[config.mk]
export PLATFORM = sky130hd
export DESIGN_NAME = spi_flash_reader
export DESIGN_NICKNAME = d
export VERILOG_FILES = /design/src/rtl/spi_flash_reader.sv
export SDC_FILE = /design/constraint.sdc
export NUM_CORES = 1
export LEC_CHECK = 0
export BUFFER_PORTS_ARGS = -buffer_cell sky130_fd_sc_hd__buf_2
export CORE_MARGIN = 4
export CORE_UTILIZATION = 35
export CTS_CLUSTER_DIAMETER = 40
export CTS_CLUSTER_SIZE = 12
export DETAILED_ROUTE_END_ITERATION = 8
export PLACE_DENSITY = 0.5
export SLEW_MARGIN = 5
export SYNTH_ARGS = -nofsm -noshare
export SYNTH_HDL_FRONTEND = slang
export SYNTH_SLANG_ARGS = --single-unit
[constraint.sdc]
create_clock -name clk -period 4.5 [get_ports clk]
set_clock_uncertainty 0.1 [all_clocks]
set_input_delay 0.675 -clock clk [delete_from_list [all_inputs] [get_ports clk]]
set_output_delay 0.675 -clock clk [all_outputs]
set_load 0.02 [all_outputs]
[src/rtl/spi_flash_reader.sv]
// SPI-flash READ sequencer: CMD + 24-bit address out, LEN bytes in.
// Mode 0 (SCK idles low); one transaction per start/busy/done handshake.
module spi_flash_reader #(
  parameter int unsigned CLK_DIV = 2,
  parameter int unsigned CS_GAP  = 4,
  parameter logic [7:0]  CMD     = 8'h03
) (
  input  logic        clk,
  input  logic        rst,
  input  logic        start,
  input  logic [23:0] addr,
  input  logic [7:0]  len,
  output logic        busy,
  output logic        done,
  output logic [7:0]  rd_data,
  output logic        rd_valid,
  output logic        spi_ss,
  output logic        spi_sck,
  output logic        spi_mosi,
  input  logic        spi_miso
);

  localparam int DW = $clog2(CLK_DIV + 1);
  localparam int GW = $clog2(CS_GAP + 1);
  localparam logic [DW-1:0] DIV_LAST = DW'(CLK_DIV - 1);
  localparam logic [GW-1:0] GAP_LAST = GW'(CS_GAP - 1);

  typedef enum logic [1:0] {
    IDLE,
    SHIFT,
    GAP
  } state_t;

  state_t        state, state_d;
  logic [DW-1:0] div_cnt, div_d;
  logic [11:0]   bit_cnt, bit_d;
  logic [11:0]   nbits;
  logic [GW-1:0] gap_cnt, gap_d;
  logic [30:0]   tx_sr, tx_d;
  logic [6:0]    rx_sr, rx_d;
  logic [7:0]    len_q, len_d;
  logic          busy_d, done_d, valid_d;
  logic          ss_d, sck_d, mosi_d;
  logic [7:0]    data_d;
  logic          sample;

  assign nbits  = 12'd32 + {1'b0, len_q, 3'b000};
  // MISO is taken on the first clk cycle of each SCK high phase, data bits only
  assign sample = (state == SHIFT) && spi_sck &&
                  (div_cnt == '0) && (bit_cnt >= 12'd32);

  always_comb begin
    state_d = state;
    div_d   = div_cnt;
    bit_d   = bit_cnt;
    gap_d   = gap_cnt;
    tx_d    = tx_sr;
    rx_d    = rx_sr;
    len_d   = len_q;
    busy_d  = busy;
    done_d  = 1'b0;
    valid_d = 1'b0;
    data_d  = rd_data;
    ss_d    = spi_ss;
    sck_d   = spi_sck;
    mosi_d  = spi_mosi;
    unique case (state)
      IDLE: begin
        if (start) begin
          state_d = SHIFT;
          busy_d  = 1'b1;
          ss_d    = 1'b0;
          sck_d   = 1'b0;
          mosi_d  = CMD[7];
          tx_d    = {CMD[6:0], addr};
          len_d   = len;
          bit_d   = '0;
          div_d   = '0;
        end
      end
      SHIFT: begin
        if (div_cnt != DIV_LAST) begin
          div_d = div_cnt + 1'b1;
        end else begin
          div_d = '0;
          if (!spi_sck) begin
            sck_d = 1'b1;
          end else begin
            sck_d = 1'b0;
            if (bit_cnt == nbits - 12'd1) begin
              state_d = GAP;
              ss_d    = 1'b1;
              mosi_d  = 1'b0;
              gap_d   = '0;
            end else begin
              // zeros shift in behind the address, so DATA bits drive 0
              bit_d  = bit_cnt + 12'd1;
              mosi_d = tx_sr[30];
              tx_d   = {tx_sr[29:0], 1'b0};
            end
          end
        end
        if (sample) begin
          rx_d = {rx_sr[5:0], spi_miso};
          if (bit_cnt[2:0] == 3'd7) begin
            data_d  = {rx_sr, spi_miso};
            valid_d = 1'b1;
          end
        end
      end
      GAP: begin
        if (gap_cnt == GAP_LAST) begin
          state_d = IDLE;
          busy_d  = 1'b0;
          done_d  = 1'b1;
        end else begin
          gap_d = gap_cnt + 1'b1;
        end
      end
      default: state_d = IDLE;
    endcase
  end

  always_ff @(posedge clk) begin
    if (rst) begin
      state    <= IDLE;
      div_cnt  <= '0;
      bit_cnt  <= '0;
      gap_cnt  <= '0;
      tx_sr    <= '0;
      rx_sr    <= '0;
      len_q    <= '0;
      busy     <= 1'b0;
      done     <= 1'b0;
      rd_valid <= 1'b0;
      rd_data  <= 8'h00;
      spi_ss   <= 1'b1;
      spi_sck  <= 1'b0;
      spi_mosi <= 1'b0;
    end else begin
      state    <= state_d;
      div_cnt  <= div_d;
      bit_cnt  <= bit_d;
      gap_cnt  <= gap_d;
      tx_sr    <= tx_d;
      rx_sr    <= rx_d;
      len_q    <= len_d;
      busy     <= busy_d;
      done     <= done_d;
      rd_valid <= valid_d;
      rd_data  <= data_d;
      spi_ss   <= ss_d;
      spi_sck  <= sck_d;
      spi_mosi <= mosi_d;
    end
  end

endmodule

==> key figures, run 1 <==
Clocking
  – Count of buffers added by post-CTS timing repair for setup: 0
  – Cell chosen for the clock root: sky130_fd_sc_hd__clkbuf_8
  – Sinks on the clock net: roughly 80
  – Reg clk slew, reported paths: 0.08 ns
  – Number of gates resized after cts: 0
  – Clock tree from TritonCTS: built
  – Clock network latency to the later pin of the worst-skew pair: ~0.35 ns
  – CTS H-Tree Depth: 3
  – Buffer depth of the longest clock path: 2
  – Number of buffers created by CTS: 9
  – CTS Hold Bufs: 0

Power and ir drop
  – Cell Int Power: 982 uW
  – Sw Ratio: 0.281
  – Part of the power in the clock network: 0.338
  – Share of power burned in registers: 0.549
  – Proportion of power drawn by combinational gates: 0.113
  – Total design power: 1370 uW
  – Power density relative to cell area: 332 mW/mm2
  – P_leak: between 0.001 and 0.0015 uW
  – Max IR drop VDD: 139 uV
  – Net switching power: ~380 uW

STA
  – Summed negative setup slack over all endpoints: 0 ns
  – Number of pins exceeding their max-slew limit in the final report: 0
  – Least-Margin Pin Slew: just under 1 ns
  – Time the worst path needs with I/O delays and setup: roughly 3.2 ns
  – Max Freq: ~0.31 GHz
  – RSZ-0062 raised after global routing: false
  – Final hold violations: 0
  – Final Cycle Share: 0.722
  – Fin worst setup slack: ~1.3 ns
  – Final Setup Violations: 0
  – Max-slew headroom at the worst pin: 0.358

Cells and area
  – Filler instances: about 1000
  – Area used by sequential logic in the layout: 0.00158 mm2
  – Post-layout net count: between 500 and 600
  – Share of cells above drive strength 1: 0.181
  – Utilization after layout: 0.402
  – N_diodes: 0
  – Area occupied by multi-input gates: roughly 0.0019 mm2
  – Number of standard cells in the layout, taps in and fillers out: 600
  – Area added between synthesis and finish: 12.5%

Logic synthesis
  – Count of flip-flops with a built-in enable after synthesis: 0
  – Cell type with the largest total area after synthesis: sky130_fd_sc_hd__dfxtp_1
  – Dominant combinational cell family by area after synthesis: simple AND/OR/NAND/NOR gates
  – Average cell area after synthesis: 8.51 um2
  – Synthesized cell area: between 0.003 and 0.004 mm2
  – Share of Yosys cell area claimed by the top area cell type: 0.433
  – Fraction of synthesis flops using an asynchronous set or reset pin: 0
  – Mapped Cells: roughly 430
  – Biggest area contributors in the synthesized netlist: sky130_fd_sc_hd__dfxtp_1, sky130_fd_sc_hd__nand2_1, sky130_fd_sc_hd__a311oi_1
  – Most frequently used flop master after synthesis: sky130_fd_sc_hd__dfxtp_1
  – Yosys warnings: 0
  – List of most frequent post-synthesis cells: sky130_fd_sc_hd__dfxtp_1, sky130_fd_sc_hd__nand2_1, sky130_fd_sc_hd__nor2_1, sky130_fd_sc_hd__nor3_1, sky130_fd_sc_hd__a311oi_1
  – Fraction of the mapped netlist area in adder cells: 0.0206
  – Area fraction in compound gates after synthesis: 0.176
  – Number of synthesized register bits: between 70 and 80
  – Sequential area share after synthesis: 0.433
  – Multiplexer share of the synthesized area: 0.0411
  – Post-Syn Nets: between 400 and 500
  – Parity-gate share of the synthesized area counting xor and xnor cells: 0.0312
  – Synthesized-area fraction occupied by and/or/nand/nor cells: 0.243
  – Number of distinct library cell variants in the gate-level netlist after synthesis: 56

Placed design
  – Pre-CTS worst setup slack: 1.24 ns
  – Count of buffers from port buffering: between 40 and 50
  – Detailed Place HPWL: 5850 um
  – Placed Instances: 585
  – Gpl congestion: roughly 0.77

Detailed routing
  – WL/cell: roughly 15 um
  – Residual DRC: 0
  – Starting DRT DRC Count: 138
  – Number of detailed-routing iterations run before antenna repair: 4
  – WL final: between 8000 and 9000 um
  – Remaining antenna violation count after routing: 0
  – Via count: about 3100
  – Via-per-instance ratio: between 5 and 6

GRT
  – Overflow left after global routing: 0
  – Largest net degree at the start of global routing: 45
  – Gr usage total: 0.154
  – Number of global-route vias before repair: ~2900
  – Number of antenna violations at the first check in global routing: 0
  – Wire length of the first global-routing pass: approximately 15000 um

Floorplanning
  – Row cnt: 37
  – Die Footprint: roughly 0.012 mm2
  – Core region area: 0.0102 mm2
  – Top-level port count: 50
  – Initial cell density of the core: 0.357
  – DIE HEIGHT: roughly 110 um
  – Die Width: approximately 110 um

Critical path
  – Data arrival, critical path: between 3 and 4 ns
  – Critical path class: reg2reg
  – Kind of start point of the critical path: register
  – Crit path required time: approximately 4.7 ns
  – Peak fanout along the critical path: 31
  – Endpoint type of the worst setup path: register

Worst hold path
  – Path type of the worst min-delay path: reg2reg

Run status
  – Run status: complete, no violations

Flow run
  – Count of max-cap constraint violations: 0
## cells in the final DEF, fill, tap and decap left out, types with 9 or more instances in the layout
cell,Yosys,routed
sky130_fd_sc_hd__nand2_1,79,79
sky130_fd_sc_hd__dfxtp_1,79,79
sky130_fd_sc_hd__inv_1,12,12
sky130_fd_sc_hd__xnor2_1,9,9
sky130_fd_sc_hd__nor2_1,28,27
sky130_fd_sc_hd__clkbuf_8,0,9
sky130_fd_sc_hd__buf_2,6,49
sky130_fd_sc_hd__nand3_1,18,18
sky130_fd_sc_hd__nor3_1,25,25
sky130_fd_sc_hd__a311oi_1,23,23
sky130_fd_sc_hd__mux2i_1,15,15
sky130_fd_sc_hd__a21oi_1,21,21
## worst max-delay path, stage by stage, from the launching register on
cell	delay [ns]
sky130_fd_sc_hd__dfxtp_1	0.43
sky130_fd_sc_hd__inv_1	0.07
sky130_fd_sc_hd__ha_1	0.23
sky130_fd_sc_hd__and4b_1	0.36
sky130_fd_sc_hd__nand2_1	0.08
sky130_fd_sc_hd__a221oi_1	0.39
sky130_fd_sc_hd__o21ai_2	0.19
sky130_fd_sc_hd__o21ai_4	0.37
sky130_fd_sc_hd__nand2_2	0.47
sky130_fd_sc_hd__o221a_2	0.44
## metal layers
metal	share of wire	GRT usage
met5	0	0
met4	0.015	0.0536
met3	0.029	0.0280
met2	0.47	0.243
met1	0.49	0.212
## state kept, by name (all words and copies together) (netlist names)
name,count
spi_mosi,1
rx_sr,7
rd_data,8
gap_cnt,3
len_q,8
div_cnt,2
spi_ss,1
spi_sck,1
state,2
tx_sr,31
bit_cnt,12
done,1
rd_valid,1
busy,1
## layout make-up
type,count,area share
clock buffers,9,0.0301
repair buffers,53,0.0670
multi-input cells,305,0.456
clock inverters,6,0.00944
inverters,12,0.0110
flip-flops and latches,79,0.385
well taps,136,0.0414
## stage by stage
step	area, um2	hold slack, ns
finish	4110	0.385
global route	4110	0.403
CTS	4110	0.389
detailed placement	3950	0.375
global placement	3950	0.366
floorplan	3650	0.348
## logic make-up (layout without fill, tap and decap cells)
group                      after synthesis  in the layout
and+or+nand+nor                        187            187
DFF                                     79             79
AOI/OAI and AO/OA                       84             84
buffers and inverters                   45             80
xor gates and xnor gates                13             13
muxes                                   15             15
adders and majority gates                6              6
## power groups by stage
stage / Clock (uW) / Combinational (uW) / Sequential, uW
3_5_place_dp: 0 / 156 / 766
6_report: 462 / 154 / 750
2_1_floorplan: 0 / 114 / 762
5_1_grt: 505 / 174 / 755
3_3_place_gp: 0 / 153 / 766
4_1_cts: 476 / 156 / 750
## final timing paths
| kind | cells past startpoint | slack [ns] | end | startpoint |
|---|---|---|---|---|
| hold reg to reg | 2 | 0.39 | gap_cnt[0]$_SDFFE_PP0P_ | gap_cnt[0]$_SDFFE_PP0P_ |
| setup / recovery | 9 | 1.25 | tx_sr[24]$_SDFFE_PP0P_ | len_q[0]$_SDFFE_PP0P_ |
| setup reg to reg | 9 | 1.25 | tx_sr[24]$_SDFFE_PP0P_ | len_q[0]$_SDFFE_PP0P_ |
| hold / removal | 2 | 0.39 | gap_cnt[0]$_SDFFE_PP0P_ | gap_cnt[0]$_SDFFE_PP0P_ |
Note: power is estimated with default switching activity, not from simulation.
==> run 2, diff against run 1 <==
==> constraint.sdc (replaced) <==
create_clock -name clk -period 3.4 [get_ports clk]
set_clock_uncertainty 0.1 [all_clocks]
set_input_delay 0.51 -clock clk [delete_from_list [all_inputs] [get_ports clk]]
set_output_delay 0.51 -clock clk [all_outputs]
set_load 0.02 [all_outputs]
==> run 2 against run 1 <==
Core utilization is 0.65 points higher. Power rose by 43%. Wire length rose by 0.69%. Count of clock-buffer cells in the layout up 4. Die area unchanged. Sequential share of layout area down 0.61 points. Combinational power is 35% higher. Worst hold slack lost 0.11 ns. Maximum frequency increased by 0.88%. Highest routed layer unchanged.
==> key figures, run 2 (synthesized netlist as in run 1, its figures left out) <==
Cells and area
  – Commonest cells after routing, fill and taps aside: sky130_fd_sc_hd__nand2_1, sky130_fd_sc_hd__dfxtp_1, sky130_fd_sc_hd__buf_2
  – Share of cells above drive strength 1: 0.182
  – Flip-flop count of the largest register, all copies and words added: 31
  – Area added between synthesis and finish: 14.4%
  – Utilization after layout: 0.408
  – N_diodes: 0
  – Biggest registers after layout: tx_sr (31), bit_cnt (12)
  – Most flop-heavy register: tx_sr
  – Post-layout net count: 503

Critical path
  – Critical path class: reg2reg
  – Endpoint type of the worst setup path: register
  – Kind of start point of the critical path: register
  – RR Startpoint: len_q[0]$_SDFFE_PP0P_
  – Capture point of the worst reg-to-reg path: tx_sr[19]$_SDFFE_PP0P_
  – Worst setup path start: len_q[0]$_SDFFE_PP0P_
  – Data arrival, critical path: about 3.4 ns
  – R2R Setup Slk: between 0.15 and 0.2 ns
  – Crit path required time: between 3 and 4 ns
  – Peak fanout along the critical path: 16
  – Length in cells of the worst reg-to-reg path: 10

GRT
  – Wire length of the first global-routing pass: 14800 um
  – Global routing met2 resource utilization: 0.234
  – Global-route met3 utilization: 0.0326
  – Largest net degree at the start of global routing: 42
  – Number of antenna violations at the first check in global routing: 0
  – Number of global-route vias before repair: 2944
  – Global-route met1 utilization: 0.215
  – Gr usage total: 0.156
  – Overflow left after global routing: 0
  – Top Usage Layer GRT: met2

Clocking
  – Count of buffers added by post-CTS timing repair for setup: 0
  – Cell chosen for the clock root: sky130_fd_sc_hd__clkbuf_8
  – CTS H-Tree Depth: 3
  – Clock network latency to the later pin of the worst-skew pair: around 0.37 ns
  – Reg clk slew, reported paths: 0.08 ns
  – Buffer depth of the longest clock path: 2
  – CTS Hold Bufs: 0
  – Number of gates resized after cts: 0
  – Sinks on the clock net: 79
  – Number of buffers created by CTS: 9
  – Clock tree from TritonCTS: built

Detailed routing
  – Remaining antenna violation count after routing: 0
  – Via-per-instance ratio: roughly 5.2
  – Number of detailed-routing iterations run before antenna repair: 4
  – Via count: roughly 3100
  – WL final: 8860 um
  – Residual DRC: 0
  – Starting DRT DRC Count: roughly 140
  – WL/cell: around 15 um

STA
  – Final hold violations: 0
  – Max Freq: about 0.31 GHz
  – Time the worst path needs with I/O delays and setup: 3.22 ns
  – Max-slew headroom at the worst pin: 0.301
  – Final Cycle Share: 0.948
  – Final Setup Violations: 0
  – Summed negative setup slack over all endpoints: 0 ns
  – Least-Margin Pin Slew: about 1.0 ns
  – Worst slack on hold paths: 0.277 ns
  – RSZ-0062 raised after global routing: false
  – Number of pins exceeding their max-slew limit in the final report: 0

Floorplanning
  – Die Width: about 110 um
  – Core region area: ~0.01 mm2
  – Initial cell density of the core: 0.357
  – Row cnt: 37
  – Die Footprint: between 0.01 and 0.015 mm2
  – Top-level port count: 50
  – DIE HEIGHT: ~110 um

Placed design
  – Detailed Place HPWL: roughly 5800 um
  – Gpl congestion: 0.816
  – Count of buffers from port buffering: between 40 and 50

Power and ir drop
  – Cell Int Power: 1440 uW
  – Share of power burned in registers: 0.510
  – Power density relative to cell area: around 470 mW/mm2
  – Part of the power in the clock network: 0.383
  – Max IR drop VDD: 190 uV
  – P_leak: roughly 0.0015 uW
  – Sw Ratio: 0.259
  – Proportion of power drawn by combinational gates: 0.107
  – Net switching power: roughly 500 uW

Run status
  – Run status: complete, no violations

Worst hold path
  – Hold worst-path end: len_q[3]$_SDFFE_PP0P_
  – HP Start: len[3]
  – Depth of the worst hold-timing path: 3
  – Path type of the worst min-delay path: in2reg

Flow run
  – Count of max-cap constraint violations: 0
[run 2: how the worst max path moves through the flow]
stage,depth (start not counted),to
2_1_floorplan,10,tx_sr[25]$_SDFFE_PP0P_
3_3_place_gp,10,tx_sr[17]$_SDFFE_PP0P_
3_5_place_dp,10,tx_sr[19]$_SDFFE_PP0P_
4_1_cts,10,tx_sr[19]$_SDFFE_PP0P_
5_1_grt,10,tx_sr[19]$_SDFFE_PP0P_
6_report,10,tx_sr[19]$_SDFFE_PP0P_
[run 2: critical path, stage by stage, from the launching register on]
cell                       delay, ns
sky130_fd_sc_hd__dfxtp_1        0.44
sky130_fd_sc_hd__inv_1          0.07
sky130_fd_sc_hd__ha_1           0.23
sky130_fd_sc_hd__and4b_1        0.39
sky130_fd_sc_hd__nand2_1        0.09
sky130_fd_sc_hd__a221oi_1       0.43
sky130_fd_sc_hd__o21ai_2        0.19
sky130_fd_sc_hd__o21ai_4        0.38
sky130_fd_sc_hd__nand2_2        0.31
sky130_fd_sc_hd__buf_12         0.25
sky130_fd_sc_hd__a311oi_1       0.23
[run 2: power groups by stage]
stage	sequential [uW]	combinational, uW	clock (uW)
5_1_grt	999	233	801
4_1_cts	993	210	770
3_5_place_dp	1010	210	0
6_report	993	208	746
2_1_floorplan	1010	151	0
3_3_place_gp	1010	208	0
[run 2: area by class of cell]
class,instances,area [um2]
timing repair buffer,54,295
clock inverter,3,40.0
inverter,12,45.0
fill,1084,6060
clock buffer,13,169
sequential,79,1580
multi-input combinational,305,1870
tap,136,170
[run 2: layer usage]
layer	vias to the layer above	share of wire
li1	1589	-
met2	51	0.45
met5	-	0
met3	13	0.036
met1	1486	0.50
met4	0	0.019
[run 2: per-stage QoR]
step,std cells,instance area (um2),worst slack (ns),total power [uW]
finish,602,4180,0.178,1950
global route,602,4180,0.00485,2030
CTS,602,4180,0.206,1970
detailed placement,586,3970,0.241,1220
global placement,586,3970,0.416,1220
floorplan,429,3650,0.935,1160
==> run 3, diff against run 2 <==
--- a/config.mk
+++ b/config.mk
@@ -6,12 +6,12 @@
 export NUM_CORES = 1
 export LEC_CHECK = 0
 export BUFFER_PORTS_ARGS = -buffer_cell sky130_fd_sc_hd__buf_2
+export CORE_ASPECT_RATIO = 1.1
 export CORE_MARGIN = 4
 export CORE_UTILIZATION = 35
 export CTS_CLUSTER_DIAMETER = 40
 export CTS_CLUSTER_SIZE = 12
 export DETAILED_ROUTE_END_ITERATION = 8
-export PLACE_DENSITY = 0.5
 export SLEW_MARGIN = 5
 export SYNTH_ARGS = -nofsm -noshare
 export SYNTH_HDL_FRONTEND = slang
==> run 3 against run 2 <==
Register-to-register slack better by 0.17 ns. Highest routed layer unchanged. Critical endpoint is now tx_sr[1]$_SDFFE_PP0P_. Sequential share of layout area up 0.21 points. Non-clock buffer count increased by 1.
==> key figures, run 3 (synthesized netlist as in run 1, its figures left out) <==
Run status
  – Run status: complete, no violations

Critical path
  – Capture point of the worst reg-to-reg path: tx_sr[1]$_SDFFE_PP0P_
  – Kind of start point of the critical path: register
  – Data arrival, critical path: 3.22 ns
  – R2R Setup Slk: around 0.35 ns
  – Setup crit end: tx_sr[1]$_SDFFE_PP0P_
  – RR Startpoint: len_q[0]$_SDFFE_PP0P_
  – Critical path class: reg2reg
  – Crit path required time: 3.57 ns
  – Length in cells of the worst reg-to-reg path: 10
  – Peak fanout along the critical path: 17
  – Worst setup path start: len_q[0]$_SDFFE_PP0P_
  – Endpoint type of the worst setup path: register

Clocking
  – Number of buffers created by CTS: 9
  – Clock network latency to the later pin of the worst-skew pair: approximately 0.36 ns
  – Buffer depth of the longest clock path: 2
  – CTS H-Tree Depth: 3
  – Reg clk slew, reported paths: ~0.080 ns
  – Sinks on the clock net: 79
  – CTS Hold Bufs: 0
  – Cell chosen for the clock root: sky130_fd_sc_hd__clkbuf_8
  – Clock tree from TritonCTS: built
  – Count of buffers added by post-CTS timing repair for setup: 0
  – Number of gates resized after cts: 0

Detailed routing
  – Via-per-instance ratio: a little over 5
  – Highest metal layer used by the detailed router: met4
  – Via count: roughly 3200
  – Met2 routed wirelength: between 4000 and 5000 um
  – WL/cell: around 14 um
  – WL final: 8580 um
  – Remaining antenna violation count after routing: 0
  – DRT met1 WL: slightly below 4000 um
  – Residual DRC: 0
  – Met3 wire length: between 300 and 400 um
  – Number of detailed-routing iterations run before antenna repair: 4
  – Starting DRT DRC Count: between 100 and 150

Cells and area
  – Commonest cells after routing, fill and taps aside: sky130_fd_sc_hd__nand2_1, sky130_fd_sc_hd__dfxtp_1, sky130_fd_sc_hd__buf_2
  – Biggest registers after layout: tx_sr (31), bit_cnt (12)
  – Area added between synthesis and finish: 13.7%
  – Share of cells above drive strength 1: 0.186
  – Post-layout net count: between 500 and 600
  – Most flop-heavy register: tx_sr
  – N_diodes: 0
  – Filler instances: ~1100
  – Number of standard cells in the layout, taps in and fillers out: about 610
  – Flip-flop count of the largest register, all copies and words added: 31
  – Post-route design area: 0.00415 mm2

STA
  – Fin worst setup slack: between 0.3 and 0.4 ns
  – Time the worst path needs with I/O delays and setup: around 3.1 ns
  – Final Setup Violations: 0
  – RSZ-0062 raised after global routing: false
  – Summed negative setup slack over all endpoints: 0 ns
  – Number of pins exceeding their max-slew limit in the final report: 0
  – Max-slew headroom at the worst pin: 0.379
  – Final hold violations: 0
  – Final Cycle Share: 0.897
  – Max Freq: approximately 0.33 GHz
  – Least-Margin Pin Slew: ~0.93 ns
  – Worst slack on hold paths: roughly 0.28 ns

Placed design
  – Pre-CTS worst setup slack: roughly 0.35 ns
  – Placed Instances: between 500 and 600
  – Cell area after placement: 0.00398 mm2
  – Detailed Place HPWL: ~5900 um
  – Gpl congestion: roughly 0.82
  – Count of buffers from port buffering: 49

GRT
  – Gr usage total: 0.149
  – Largest net degree at the start of global routing: 33
  – Overflow left after global routing: 0
  – Wire length of the first global-routing pass: between 10000 and 15000 um
  – Number of global-route vias before repair: approximately 3000
  – Number of antenna violations at the first check in global routing: 0

Power and ir drop
  – Cell Int Power: roughly 1300 uW
  – P_leak: ~0.0015 uW
  – Max IR drop VDD: ~180 uV
  – Power density relative to cell area: about 440 mW/mm2
  – Part of the power in the clock network: 0.342
  – Proportion of power drawn by combinational gates: 0.113
  – Share of power burned in registers: 0.545
  – Sw Ratio: 0.282
  – Net switching power: about 510 uW

Worst hold path
  – Path type of the worst min-delay path: in2reg

Floorplanning
  – Core region area: around 0.010 mm2
  – Initial cell density of the core: 0.364
  – Die Width: 105 um
  – Die Footprint: 0.0121 mm2
  – Row cnt: 38
  – DIE HEIGHT: ~120 um
  – Top-level port count: 50

Flow run
  – Count of max-cap constraint violations: 0
[run 3: final cells by class]
class                           count  area (um2)  area share
Sequential cell                    79        1580       0.381
Multi-Input combinational cell    305        1870       0.451
Inverter                           12        45.0      0.0108
Timing Repair Buffer               55         303      0.0729
Clock buffer                        9         124      0.0298
Tap cell                          140         175      0.0422
Clock inverter                      7        50.0      0.0121
[run 3: worst max-delay path, cell delays in order, from the launching register on]
cell and delay, ns:
sky130_fd_sc_hd__dfxtp_1 0.43, sky130_fd_sc_hd__inv_1 0.07, sky130_fd_sc_hd__ha_1 0.22, sky130_fd_sc_hd__and4b_1 0.37, sky130_fd_sc_hd__nand2_1 0.08, sky130_fd_sc_hd__a221oi_1 0.38, sky130_fd_sc_hd__o21ai_2 0.18, sky130_fd_sc_hd__o21ai_4 0.37
sky130_fd_sc_hd__nand2_2 0.29, sky130_fd_sc_hd__buf_12 0.25, sky130_fd_sc_hd__a311oi_1 0.21
[run 3: layer usage]
metal / global-route usage / up-vias
met5: 0 / -
met4: 0.0612 / 0
met3: 0.0309 / 12
met2: 0.247 / 53
met1: 0.190 / 1488
li1: - / 1601
[run 3: worst min path at each step]
| stage | startpoint | endpoint | slack (ns) | cells after the start |
|---|---|---|---|---|
| after floorplan | tx_sr[0]$_SDFFE_PP0P_ | tx_sr[0]$_SDFFE_PP0P_ | 0.35 | 2 |
| after global placement | tx_sr[28]$_SDFFE_PP0P_ | tx_sr[28]$_SDFFE_PP0P_ | 0.36 | 2 |
| after detailed placement | tx_sr[28]$_SDFFE_PP0P_ | tx_sr[28]$_SDFFE_PP0P_ | 0.37 | 2 |
| after CTS | len[2] | len_q[2]$_SDFFE_PP0P_ | 0.27 | 3 |
| after global routing | len[5] | len_q[5]$_SDFFE_PP0P_ | 0.28 | 3 |
| final | len[2] | len_q[2]$_SDFFE_PP0P_ | 0.28 | 3 |
[run 3: through the flow]
stage          power, uW  utilization
2_1_floorplan       1160            -
3_3_place_gp        1220        0.397
3_5_place_dp        1220        0.397
4_1_cts             1850        0.414
5_1_grt             1920        0.414
6_report            1820        0.414
[run 3: power groups by stage]
stage | logic [uW] | clock network (uW) | registers [uW]
floorplan | 151 | 0 | 1010
global placement | 204 | 0 | 1010
detailed placement | 208 | 0 | 1020
CTS | 208 | 643 | 994
global route | 232 | 690 | 1000
finish | 206 | 624 | 994
